`src/rtl/hazard_control_unit.sv`:
```
// Pipeline hazard controller: multi-cycle load-use stalls, mul/div EX hold,
// and taken-branch flush, with a saturating count of front-end stall cycles.
module hazard_control_unit #(
  parameter int REG_W         = 5,
  parameter int LOAD_LATENCY  = 1,
  parameter int MULDIV_CYCLES = 4,
  parameter int IGNORE_X0     = 1,
  parameter int CNT_W         = 16
) (
  input  logic             clk,
  input  logic             reset,
  input  logic [REG_W-1:0] IDEX_rd,
  input  logic             IDEX_MemRead,
  input  logic             IDEX_MulDiv,
  input  logic [REG_W-1:0] IFID_rs1,
  input  logic [REG_W-1:0] IFID_rs2,
  input  logic             IFID_rs1_used,
  input  logic             IFID_rs2_used,
  input  logic             branch_taken,
  output logic             PCWrite,
  output logic             IFID_Write,
  output logic             IFID_Flush,
  output logic             IDEX_Write,
  output logic             IDEX_mux_out,
  output logic             EXMEM_mux_out,
  output logic             busy,
  output logic [CNT_W-1:0] stall_count
);

  localparam int MAX_LAT = (LOAD_LATENCY > MULDIV_CYCLES) ? LOAD_LATENCY : MULDIV_CYCLES;
  localparam int CW      = ($clog2(MAX_LAT) < 1) ? 1 : $clog2(MAX_LAT);
  localparam int LOAD_INIT_I = (LOAD_LATENCY >= 2) ? LOAD_LATENCY - 2 : 0;
  localparam int MD_INIT_I   = (MULDIV_CYCLES >= 2) ? MULDIV_CYCLES - 2 : 0;
  localparam logic [CW-1:0] LOAD_INIT = CW'(LOAD_INIT_I);
  localparam logic [CW-1:0] MD_INIT   = CW'(MD_INIT_I);

  typedef enum logic [1:0] {IDLE, LOAD_STALL, MD_BUSY} state_t;

  state_t           state_reg, state_next;
  logic [CW-1:0]    cnt_reg, cnt_next;
  logic [CNT_W-1:0] stall_count_reg;
  logic             rd_valid, hit;

  assign rd_valid = (IDEX_rd != '0) || (IGNORE_X0 == 0);
  assign hit = IDEX_MemRead && rd_valid &&
               ((IFID_rs1_used && (IFID_rs1 == IDEX_rd)) ||
                (IFID_rs2_used && (IFID_rs2 == IDEX_rd)));

  always_comb begin
    state_next    = state_reg;
    cnt_next      = cnt_reg;
    PCWrite       = 1'b1;
    IFID_Write    = 1'b1;
    IFID_Flush    = 1'b0;
    IDEX_Write    = 1'b1;
    IDEX_mux_out  = 1'b1;
    EXMEM_mux_out = 1'b1;
    busy          = 1'b0;
    if (!reset) begin
      busy = (state_reg != IDLE);
      case (state_reg)
        IDLE: begin
          if (branch_taken) begin
            IFID_Flush   = 1'b1;
            IDEX_mux_out = 1'b0;
          end else if (IDEX_MulDiv) begin
            PCWrite       = 1'b0;
            IFID_Write    = 1'b0;
            IDEX_Write    = 1'b0;
            EXMEM_mux_out = 1'b0;
            cnt_next      = MD_INIT;
            state_next    = MD_BUSY;
          end else if (hit) begin
            PCWrite      = 1'b0;
            IFID_Write   = 1'b0;
            IDEX_mux_out = 1'b0;
            // With a single-cycle latency the bubble now entering EX clears the hit.
            if (LOAD_LATENCY > 1) begin
              cnt_next   = LOAD_INIT;
              state_next = LOAD_STALL;
            end
          end
        end
        LOAD_STALL: begin
          PCWrite      = 1'b0;
          IFID_Write   = 1'b0;
          IDEX_mux_out = 1'b0;
          if (cnt_reg == '0) state_next = IDLE;
          else               cnt_next   = cnt_reg - CW'(1);
        end
        MD_BUSY: begin
          // Final cycle passes everything so the completed result leaves EX.
          if (cnt_reg != '0) begin
            PCWrite       = 1'b0;
            IFID_Write    = 1'b0;
            IDEX_Write    = 1'b0;
            EXMEM_mux_out = 1'b0;
            cnt_next      = cnt_reg - CW'(1);
          end else begin
            state_next = IDLE;
          end
        end
        default: state_next = IDLE;
      endcase
    end
  end

  always_ff @(posedge clk) begin
    if (reset) begin
      state_reg       <= IDLE;
      cnt_reg         <= '0;
      stall_count_reg <= '0;
    end else begin
      state_reg <= state_next;
      cnt_reg   <= cnt_next;
      if (!PCWrite && (stall_count_reg != {CNT_W{1'b1}}))
        stall_count_reg <= stall_count_reg + CNT_W'(1);
    end
  end

  assign stall_count = stall_count_reg;

endmodule

```
`config.mk`:
```
export PLATFORM = sky130hd
export DESIGN_NAME = hazard_control_unit
export DESIGN_NICKNAME = d
export VERILOG_FILES = /design/src/rtl/hazard_control_unit.sv
export SDC_FILE = /design/constraint.sdc
export NUM_CORES = 1
export LEC_CHECK = 0
export ABC_AREA = 1
export BUFFER_PORTS_ARGS = -buffer_cell sky130_fd_sc_hd__buf_4
export CAP_MARGIN = 20
export CELL_PAD_IN_SITES_DETAIL_PLACEMENT = 1
export CELL_PAD_IN_SITES_GLOBAL_PLACEMENT = 1
export CORE_UTILIZATION = 30
export DETAILED_ROUTE_END_ITERATION = 12
export PLACE_DENSITY = 0.73
export REMOVE_ABC_BUFFERS = 1
export SETUP_SLACK_MARGIN = 0.15
export SYNTH_ARGS = -nofsm -noshare
export SYNTH_HDL_FRONTEND = slang
export SYNTH_SLANG_ARGS = --single-unit
```
`constraint.sdc`:
```
create_clock -name clk -period 1.7 [get_ports clk]
set_clock_uncertainty 0.15 [all_clocks]
set_input_delay 0.255 -clock clk [delete_from_list [all_inputs] [get_ports clk]]
set_output_delay 0.255 -clock clk [all_outputs]
set_load 0.005 [all_outputs]
```
After elaboration in Yosys (flattened, before gate mapping)
Index checks and enable logic that the tools add are counted.
- bits in registers: 20
- bits of input ports: 22
- output and inout bits: 23
- logic and storage cells: 57
- add/sub/neg operators: 2
- eq/ne operators: 11
- multiplexer cells: 26
- reductions and logical operators: 15
- operators by type and width (cell ; count):
    16-bit by 1-bit adder with 16-bit output (second input constant) ; 1
    16-bit inequality test (second input constant) ; 1
    1-bit two-way mux ; 15
    2-bit two-way mux ; 6
    2-bit inequality test (second input constant) ; 6
    2-bit one-hot mux with 3 select lines ; 2
    5-bit equality test ; 2
    1-bit logical AND ; 5
    5-bit AND reduction ; 1
    5-bit nonzero test ; 1
    2-bit logical NOT ; 2
    1-bit one-hot mux with 2 select lines ; 2
    4-bit AND reduction ; 1
    2-bit nonzero test ; 2
    1-bit one-hot mux with 3 select lines ; 1
    3-bit nonzero test ; 1
    2-bit by 1-bit equality test with 1-bit output (second input constant) ; 1
    2-bit equality test (second input constant) ; 1
    2-bit by 1-bit subtractor with 2-bit output (second input constant) ; 1
    1-bit logical NOT ; 1
    1-bit logical OR ; 1

Depth between registers and ports, before layout
- word-level depth: 11
- gate-level depth with buffers: 12
- gate-level depth less buffers: 12

Worst setup path before layout
OpenSTA, ideal clock, no wires.
- kind: reg-to-output
- from: register cnt_reg[0]
- to: output PCWrite
- arrival time: 1.393 ns
- path slack: -0.098 ns
- stages on the path, launching flop included: 9
- path buffers: 2
- cells stage by stage: dfxtp_1 > inv_1 > ha_1 > nand2_1 > nand2_1 > nor2_2 > buf_2 > nand2_1 > buf_4
- cells in the longest elaborated chain, start to end: 4
- RTL lines (element ; line ; source):
    from (decl) ; 40 ; logic [CW-1:0] cnt_reg, cnt_next;
    from (signal assigned) ; 115 ; cnt_reg <= cnt_next;
    2-bit nonzero test ; 93 ; if (cnt_reg != '0) begin
    1-bit two-way mux ; -- ;
    1-bit one-hot mux with 3 select lines ; -- ;
    1-bit two-way mux ; -- ;
    to (decl) ; 20 ; output logic PCWrite,
Every way passes these cells.

Final worst setup path
- from: register stall_count_reg[0], in the netlist stall_count[0]
- to: register stall_count_reg[13], in the netlist stall_count[13]
- cells in the longest elaborated chain, start to end: 2
- elaborated cells on any way between the ends: 3
- RTL lines (element ; line ; source):
    from (decl) ; 41 ; logic [CNT_W-1:0] stall_count_reg;
    from (signal assigned) ; 117 ; stall_count_reg <= stall_count_reg + CNT_W'(1);
    parallel branches: the longest is 2 deep, another holds 16-bit by 1-bit adder with 16-bit output ; -- ;
Parallel ways; which one is timed is not known.
A chain may end at the register's enable or synchronous reset.

==> impl_metrics.json <==
{
  "drv_cap": 0,
  "cts_hold_buf": 0,
  "cp_max_fo": 8,
  "antenna_found_initial": 0,
  "fp.dieH_um": 69.6,
  "register_area_um2": 395,
  "first_iter_violations": 100,
  "drcViolationCount": 0,
  "grt_max_degree": 15,
  "wl_mm": 4.89,
  "finalMaxSlewViolations": 0,
  "grt.met3_usage_pct": 1.89,
  "initial_core_util_pct": 31.2,
  "ios": 45,
  "max_freq_mhz": 583,
  "ant_nets": 0,
  "grt.total_usage_pct": 20.2,
  "syn2layout_area_growth_pct": 65.6,
  "min_period_ps": 1720,
  "ys_warn_count": 0,
  "slew_headroom_pct": 83.2,
  "crit_type": "reg -> reg",
  "clock-sinks": 19,
  "synth_area_leader_cell": "dfxtp_1",
  "synth.most_common_cell": "nand2_1",
  "grt_first_pass_wirelength_mm": 7.80,
  "cts_tree": "done",
  "seq_area_frac_synth_pct": 27.8,
  "rsz0062_at_grt": "true",
  "end_kind": "flop",
  "netlist_area_mm2": 0.00137,
  "viasPerCell": 5.04,
  "violations": "negative setup slack",
  "cts_root_buf": "clkbuf_8",
  "globalplace.congestion": 0.764,
  "syn-mean-instance-area_um2": 6.26,
  "drive_gt1_share_pct": 49.5,
  "fillers": 579,
  "dr.pass1.iters": 4,
  "start_kind": "flop",
  "synth_cell_types": 25,
  "outcome": "finished, violations left",
  "die_x_um": 69.6,
  "antenna_cells": 0,
  "hold_viol": 0,
  "synthTopCellsByArea": "dfxtp_1, nand2_1, nor2_1, nand4_1, inv_1",
  "routedWlPerCell_um": 14.2,
  "grt_use_met1_pct": 25.1,
  "post-route-period-util_pct": 101,
  "vias": 1730,
  "numPlacedInstances": 329,
  "finalSetupViolCount": 3,
  "top_usage_layer": "met2",
  "clkTransAtPathRegs_ps": 70,
  "syn_inst": 219,
  "largest_reg_flops": 16,
  "rows": 24,
  "synthFlopType": "dfxtp_1",
  "cts_buffer_depth": 2,
  "grt_pass1_vias": 1692,
  "io_buffers": 44,
  "ys_ff_latch": 19,
  "final_cells": 343,
  "synth-edff-count": 0,
  "worst_ep_arrival_time_ps": 1760,
  "cts_buffers": 3,
  "worst_pin_slew_ps": 251,
  "post-route-util_pct": 51.7,
  "peakVddDrop_uv": 392,
  "ys_async_sr_fraction_pct": 0,
  "core_mm2": 0.00438,
  "min_path_type": "in -> reg",
  "tns_ps": -46.0,
  "dieArea_mm2": 0.00484,
  "nets": 316,
  "hpwl_mm": 3.36,
  "fin_ws_ps": -16.4,
  "h-tree-depth": 1,
  "clock_latency_ps": 260,
  "p_per_area_mw_per_mm2": 475,
  "crit_required_ps": 1740,
  "use_met2_pct": 36.9,
  "multiInputGateArea_mm2": 0.00104,
  "synth_common_cells": "nand2_1, nor2_1, inv_1",
  "leakage_uw": 0.00107,
  "synth_top_area_share_pct": 27.8,
  "grt_overflow": 0
}
-- critical path, stage by stage, from the launching register on --
cell and delay [ps]:
dfxtp_2 360, ha_4 150, nand2_4 60, nor2_4 150, nand3_2 90, nand3b_4 240
nand3_4 210, nand2_2 70, a21oi_2 150
-- layer usage --
layer,up-vias,part of all wire [%]
met3,8,3.4
met4,0,1.4
met1,837,43
met5,-,0
met2,40,52
li1,845,-
-- metrics by stage --
step	setup slack, ps	area, µm²	power (µW)	hold WS, ps
5_1_grt	-85.0	2270	1130	120
3_3_place_gp	-0.214	1900	689	339
4_1_cts	-107	2160	1060	92.4
2_1_floorplan	-54.0	1320	563	174
6_report	-16.4	2270	1080	120
3_5_place_dp	-130	1900	694	338
-- report_power, final --
part,switching (µW),internal (µW)
logic,148,132
registers,9.47,455
clock network,165,167
-- path summary, 6_finish.rpt --
kind | from | endpoint | slack, ps | cells after the start
hold / removal | reset | stall_count[13] | 120 | 2
hold reg to reg | cnt_reg[1] | cnt_reg[1] | 350 | 2
setup reg to reg | stall_count[0] | stall_count[13] | -20 | 8
setup / recovery | stall_count[0] | stall_count[13] | -20 | 8
-- cell type report --
type / count / share of cell area (%)
Multi-Input combinational cell: 162 / 46.1
Timing Repair Buffer: 75 / 26.5
Sequential cell: 19 / 17.4
Inverter: 31 / 5.13
Tap cell: 52 / 2.87
Clock buffer: 4 / 1.99
-- layout by cell type (no fill, tap or decap), types with 3 or more instances in the layout --
cell type,Yosys,final
nand2_4,1,5
nand4_1,16,16
a21oi_2,0,9
xnor2_1,4,4
dfxtp_2,0,9
nand3_1,10,8
nor2_4,1,5
buf_4,2,67
dfxtp_1,19,9
xor2_1,9,9
inv_1,25,21
nand3_4,1,3
inv_2,6,10
nor2_1,27,19
nand2_1,65,50
nor2_2,1,5
buf_6,1,7
clkbuf_8,0,3
nand2_2,0,11
a21oi_1,15,6
-- timing repair --
item                                    CTS  global route
cloned                                    1             0
setup buffers                             5             4
endpoints found under the setup margin   21            21
gates resized for setup                  51            24
pin swaps                                26            14
-- cell families after synthesis --
logic type	share of synthesized area, %
xor gates and xnor gates	8.31
buffers and inverters	12.0
adders and majority gates	1.83
AOI/OAI and AO/OA	7.30
and+or+nand+nor	42.8
DFF	27.8
Power figures use the tool's default switching activity.
